**src/rtl/hart_seq.sv**
```systemverilog
// rtl/hart_seq.sv - multi-cycle sequencer sharing one bus port between fetch and load/store
// Optional: define HART_SEQ_ALIGN_TRAP_EN to trap (halt, trap=1) on misaligned fetch or data access.
module hart_seq #(
  parameter logic [31:0] RESET_PC = 32'h0000_0000,
  parameter logic [31:0] NOP_INSN = 32'h0000_0013
) (
  input  logic        clk,
  input  logic        reset,
  output logic [31:0] pc,
  output logic [31:0] insn,
  input  logic [31:0] nextpc,
  input  logic [31:0] memaddr,
  input  logic [31:0] memwdata,
  input  logic        memw,
  input  logic        memsext,
  input  logic [1:0]  memwidth,
  output logic [31:0] memrdata,
  output logic        commit,
  output logic        bus_req,
  output logic        bus_we,
  output logic [31:0] bus_addr,
  output logic [3:0]  bus_be,
  output logic [31:0] bus_wdata,
  input  logic        bus_ready,
  input  logic [31:0] bus_rdata,
  input  logic        halt_req,
  output logic        halted,
  output logic [31:0] instret
`ifdef HART_SEQ_ALIGN_TRAP_EN
  ,
  output logic        trap
`endif
);

  typedef enum logic [2:0] {S_FETCH, S_EXEC, S_MEM, S_WB, S_HALT} state_t;

  state_t      state_q, state_d;
  logic [31:0] pc_q, pc_d;
  logic [31:0] insn_q, insn_d;
  logic [31:0] memrdata_q, memrdata_d;
  logic [31:0] instret_q, instret_d;
  logic        trap_q, trap_d;

  logic        retire;
  logic        is_mem_op;
  logic        fetch_mis, data_mis;
  logic [3:0]  lane_be;
  logic [31:0] lane_wdata;
  logic [7:0]  ld_byte;
  logic [15:0] ld_half;
  logic [31:0] load_val;

  assign is_mem_op = (insn_q[6:0] == 7'b0000011) || (insn_q[6:0] == 7'b0100011);

  always_comb begin
    fetch_mis = 1'b0;
    data_mis  = 1'b0;
`ifdef HART_SEQ_ALIGN_TRAP_EN
    fetch_mis = (pc_q[1:0] != 2'b00);
    data_mis  = ((memwidth == 2'd1) && memaddr[0]) ||
                (memwidth[1] && (memaddr[1:0] != 2'b00));
`endif
  end

  // Byte-lane steering; memwidth=3 behaves as a word access.
  always_comb begin
    lane_be    = 4'hF;
    lane_wdata = memwdata;
    case (memwidth)
      2'd0: begin
        lane_be    = 4'b0001 << memaddr[1:0];
        lane_wdata = {4{memwdata[7:0]}};
      end
      2'd1: begin
        lane_be    = 4'b0011 << {memaddr[1], 1'b0};
        lane_wdata = {2{memwdata[15:0]}};
      end
      default: begin
        lane_be    = 4'hF;
        lane_wdata = memwdata;
      end
    endcase
  end

  always_comb begin
    ld_byte = bus_rdata[7:0];
    case (memaddr[1:0])
      2'd0: ld_byte = bus_rdata[7:0];
      2'd1: ld_byte = bus_rdata[15:8];
      2'd2: ld_byte = bus_rdata[23:16];
      2'd3: ld_byte = bus_rdata[31:24];
      default: ld_byte = bus_rdata[7:0];
    endcase
    ld_half = memaddr[1] ? bus_rdata[31:16] : bus_rdata[15:0];
    case (memwidth)
      2'd0:    load_val = {{24{memsext & ld_byte[7]}}, ld_byte};
      2'd1:    load_val = {{16{memsext & ld_half[15]}}, ld_half};
      default: load_val = bus_rdata;
    endcase
  end

  always_ff @(posedge clk) begin
    if (reset) begin
      state_q    <= S_FETCH;
      pc_q       <= RESET_PC;
      insn_q     <= NOP_INSN;
      memrdata_q <= 32'h0;
      instret_q  <= 32'h0;
      trap_q     <= 1'b0;
    end else begin
      state_q    <= state_d;
      pc_q       <= pc_d;
      insn_q     <= insn_d;
      memrdata_q <= memrdata_d;
      instret_q  <= instret_d;
      trap_q     <= trap_d;
    end
  end

  always_comb begin
    state_d    = state_q;
    pc_d       = pc_q;
    insn_d     = insn_q;
    memrdata_d = memrdata_q;
    instret_d  = instret_q;
    trap_d     = trap_q;
    retire     = 1'b0;
    case (state_q)
      S_FETCH: begin
        if (fetch_mis) begin
          trap_d  = 1'b1;
          state_d = S_HALT;
        end else if (bus_ready) begin
          insn_d  = bus_rdata;
          state_d = S_EXEC;
        end
      end
      S_EXEC: begin
        if (is_mem_op) state_d = S_MEM;
        else           retire  = 1'b1;
      end
      S_MEM: begin
        if (data_mis) begin
          trap_d  = 1'b1;
          state_d = S_HALT;
        end else if (bus_ready) begin
          if (memw) begin
            retire = 1'b1;
          end else begin
            memrdata_d = load_val;
            state_d    = S_WB;
          end
        end
      end
      S_WB:   retire = 1'b1;
      S_HALT: begin
        // A trap is sticky until reset; a plain halt resumes when released.
        if (!halt_req && !trap_q) state_d = S_FETCH;
      end
      default: state_d = S_FETCH;
    endcase
    if (retire) begin
      pc_d      = nextpc;
      instret_d = instret_q + 32'd1;
      state_d   = halt_req ? S_HALT : S_FETCH;
    end
  end

  always_comb begin
    bus_req   = 1'b0;
    bus_we    = 1'b0;
    bus_addr  = {pc_q[31:2], 2'b00};
    bus_be    = 4'h0;
    bus_wdata = 32'h0;
    case (state_q)
      S_FETCH: begin
        bus_req = !fetch_mis;
        bus_be  = 4'hF;
      end
      S_MEM: begin
        bus_req   = !data_mis;
        bus_we    = memw;
        bus_addr  = {memaddr[31:2], 2'b00};
        bus_be    = lane_be;
        bus_wdata = lane_wdata;
      end
      default: ;
    endcase
    // Reset abandons any transfer in flight within the same cycle.
    if (reset) begin
      bus_req = 1'b0;
      bus_we  = 1'b0;
      bus_be  = 4'h0;
    end
    commit = retire && !reset;
    halted = (state_q == S_HALT);
  end

  assign pc       = pc_q;
  assign insn     = insn_q;
  assign memrdata = memrdata_q;
  assign instret  = instret_q;
`ifdef HART_SEQ_ALIGN_TRAP_EN
  assign trap     = trap_q;
`endif

endmodule

```
**config.mk**
```make
export PLATFORM = sky130hd
export DESIGN_NAME = hart_seq
export DESIGN_NICKNAME = d
export VERILOG_FILES = /design/src/rtl/hart_seq.sv
export SDC_FILE = /design/constraint.sdc
export NUM_CORES = 1
export LEC_CHECK = 0
export ABC_CLOCK_PERIOD_IN_PS = 5950
export CORE_AREA = 2 2 132 134
export CTS_CLUSTER_DIAMETER = 50
export DETAILED_ROUTE_END_ITERATION = 6
export DIE_AREA = 0 0 134 136
export GPL_TIMING_DRIVEN = 0
export PLACE_DENSITY_LB_ADDON = 0.05
export SLEW_MARGIN = 20
export SYNTH_ARGS = -nofsm -noshare
export SYNTH_HDL_FRONTEND = slang
export SYNTH_SLANG_ARGS = --single-unit
```
**constraint.sdc**
```tcl
create_clock -name clk -period 5.95 [get_ports clk]
set_input_delay 1.19 -clock clk [delete_from_list [all_inputs] [get_ports clk]]
set_output_delay 1.19 -clock clk [all_outputs]
set_load 0.02 [all_outputs]
```
==> results_dict.tcl <==
set metrics [dict create \
    cts_tree "done" \
    antenna_cells 0 \
    hold_depth 2 \
    synth_area_leaders "dfxtp_1 (42%), nand2_1 (17%), a21oi_1 (7.5%), nor2_1 (5.2%), clkbuf_1 (3.5%)" \
    worstPathRequired_ns 4.76 \
    setup_viol 0 \
    drcViolationCount 0 \
    final_util_pct 61.96 \
    reg2reg_slack_ns 3.32 \
    criticalPathCategory "primary input to output port" \
    vias 7358 \
    drt_iter0_drc 461 \
    synth_cell_types 46 \
    gp_congestion 0.8563 \
    syn_inst 868 \
    yosysMostFrequentCell "nand2_1" \
    grt_pass1_vias 6782 \
    maxSlewViolCount 0 \
    drive_above_1_share_pct 3.574 \
    cts.sinks 131 \
    yosysTopAreaCell "dfxtp_1" \
    hold_violations 0 \
    postCtsHoldBufs 0 \
    clkTransAtPathRegs_ns 0.06 \
    rsz0062_at_grt "no" \
    area_growth_pct 66.77 \
    synth_top_flop_cell "dfxtp_1" \
    synth_edf_count 0 \
    fp.coreArea_um2 16880 \
    wl_per_cell_um 17.66 \
    r2r_cells 5 \
    max-clock-path-buffers 2 \
    netlist.area_leader.share_pct 41.83 \
    cp_max_fo 10 \
    ys_seq_area_share_pct 41.83 \
    ioPinCount 336 \
    rows 48 \
    power.total_mw 2.574 \
    die_w_um 134 \
    port_buffers 330 \
    grt_max_degree 17 \
    syn_area_per_cell_um2 7.223 \
    die_area_um2 18220 \
    async_flop_share_pct 0 \
    yosys_warnings 0 \
    crit_path_end_kind "output port" \
    max_freq_mhz 195.2 \
    fin_crit_ns 5.124 \
    tns_ns 0 \
    p_per_area_nw_per_um2 246.1 \
    cts_setup_buffers 0 \
    drtAntennaViolNets 0 \
    hpwl_um 19810 \
    slew_headroom_pct 30.35 \
    wl_um 25710 \
    skew_ns 0.004715 \
    regToRegStartpoint "instret[3]$_SDFFE_PP0P_" \
    worst_r2r_endpoint "instret[27]$_SDFFE_PP0P_" \
    ir_worst_vdd_v 0.0001735 \
    h-tree-depth 4 \
    routed_via_density 5.054 \
    synth_area_um2 6270 \
    antenna_found_initial 0 \
    synth-seq-cells 131 \
    startpoint_type "primary input" \
    worstMarginPinSlew_ns 1.043 \
    hold_path_end "insn[19]$_SDFFE_PP0P_" \
    grt.overflow.total 0 \
    drt-pass1-iter-count 5 \
    numCtsBuffers 17 \
    clk-insertion-delay-late_ns 0.42 \
    start_util_pct 37.15 \
    cts_root_buf "clkbuf_16" \
    die_h_um 136 \
    synthTopCellsByCount "nand2_1 (279), dfxtp_1 (131), a21oi_1 (94), nor2_1 (87), clkbuf_1 (59)" \
    cts_resized 0 \
    cp.arrival_ns 3.93 \
    hp-start "insn[19]$_SDFFE_PP0P_" \
    fin_nets 1355 \
    post-route-period-util_pct 86.11 \
    hold_class "flip-flop to flip-flop" \
    maxCapViolCount 0 \
    status "finished, final reports clean" \
    grt_pass1_wl_um 38240 \
    grt_use_total_pct 27.22 \
    p_leak_nw 3.832 \
]
==> metal layers <==
layer	vias to the layer above	part of all wire (%)	global-route usage, %
met2	295	47	44.39
met5	-	0	0
met3	41	7.5	6.786
li1	3623	-	-
met1	3399	43	35.92
met4	0	2.2	7.447
==> critical path, cell delays in order <==
cell and delay, ns:
clkdlybuf4s50_1 0.50, a31oi_1 0.44, a211o_1 0.28, clkbuf_1 0.46, clkbuf_1 0.41, nor2_1 0.08, clkdlybuf4s50_1 0.57
==> final cells by class <==
class	count	area [um2]
buffer	66	259.0
clock buffer	17	425.4
clock inverter	15	166.4
fill	1611	6420
inverter	4	15.01
multi-input combinational	668	3383
sequential	131	2623
tap	225	281.5
timing repair buffer	330	3303
==> logic make-up (layout without fill, tap and decap cells) <==
| group | Yosys count | in the layout | synth area share [%] |
|---|---|---|---|
| simple gates | 465 | 465 | 31.97 |
| flops | 131 | 131 | 41.83 |
| buf+inv | 70 | 432 | 4.370 |
| other cells | 1 | 2 | 0.05981 |
| xor+xnor | 26 | 26 | 3.632 |
| compound gates | 154 | 154 | 14.51 |
| mux | 20 | 20 | 3.432 |
| fa+ha+maj | 1 | 1 | 0.1995 |
==> flip-flops by register name, indices dropped and copies added (netlist names) <==
register and flops:
instret 32, insn 32, memrdata 32, state_q 3
pc 32
==> how the worst max path moves through the flow <==
stage / from / end / slack (ns)
3_5_place_dp: bus_ready / commit / 0.85
5_1_grt: bus_ready / commit / 0.59
3_3_place_gp: bus_ready / commit / 0.87
2_1_floorplan: memwidth[1] / bus_wdata[16] / 2.24
4_1_cts: bus_ready / commit / 0.82
6_report: bus_ready / commit / 0.83
==> metrics by stage <==
| stage | setup WS, ns | hold slack, ns | instances | instance area, um2 |
|---|---|---|---|---|
| after floorplan | 2.241 | 0.5345 | 869 | 6274 |
| after global placement | 0.8662 | 0.4423 | 1424 | 9858 |
| after detailed placement | 0.8512 | 0.4463 | 1424 | 9864 |
| after CTS | 0.8246 | 0.4541 | 1456 | 10460 |
| after global routing | 0.5939 | 0.4725 | 1456 | 10460 |
| final | 0.8264 | 0.4546 | 1456 | 10460 |
==> where the power goes <==
part / internal, mW / switching, mW / total, mW
sequential: 0.917 / 0.0270 / 0.944
combinational: 0.263 / 0.316 / 0.579
clock: 0.653 / 0.398 / 1.05
==> layout by cell type (no fill, tap or decap), types with 2 or more instances in the layout <==
master / instances
inv_1: 4
o221ai_1: 7
clkbuf_1: 59
nand4_1: 15
clkbuf_16: 17
buf_4: 3
a221oi_1: 8
or4_1: 2
nor4_1: 6
a21o_1: 2
nand3b_1: 5
conb_1: 2
bufinv_16: 3
o21ai_0: 14
nor3_1: 18
xor2_1: 17
nand3_1: 10
dfxtp_1: 131
xnor2_1: 9
nand2_1: 279
a21oi_1: 94
mux2i_1: 17
and4_1: 3
nand2b_1: 2
or3_1: 4
clkinvlp_4: 5
clkdlybuf4s50_1: 330
clkinv_2: 6
a211oi_1: 17
nor2_1: 87
and3_1: 6
and2_1: 10
a31oi_1: 8
nor2b_1: 7
nor3b_1: 4
buf_1: 4
Power figures use the tool's default switching activity.
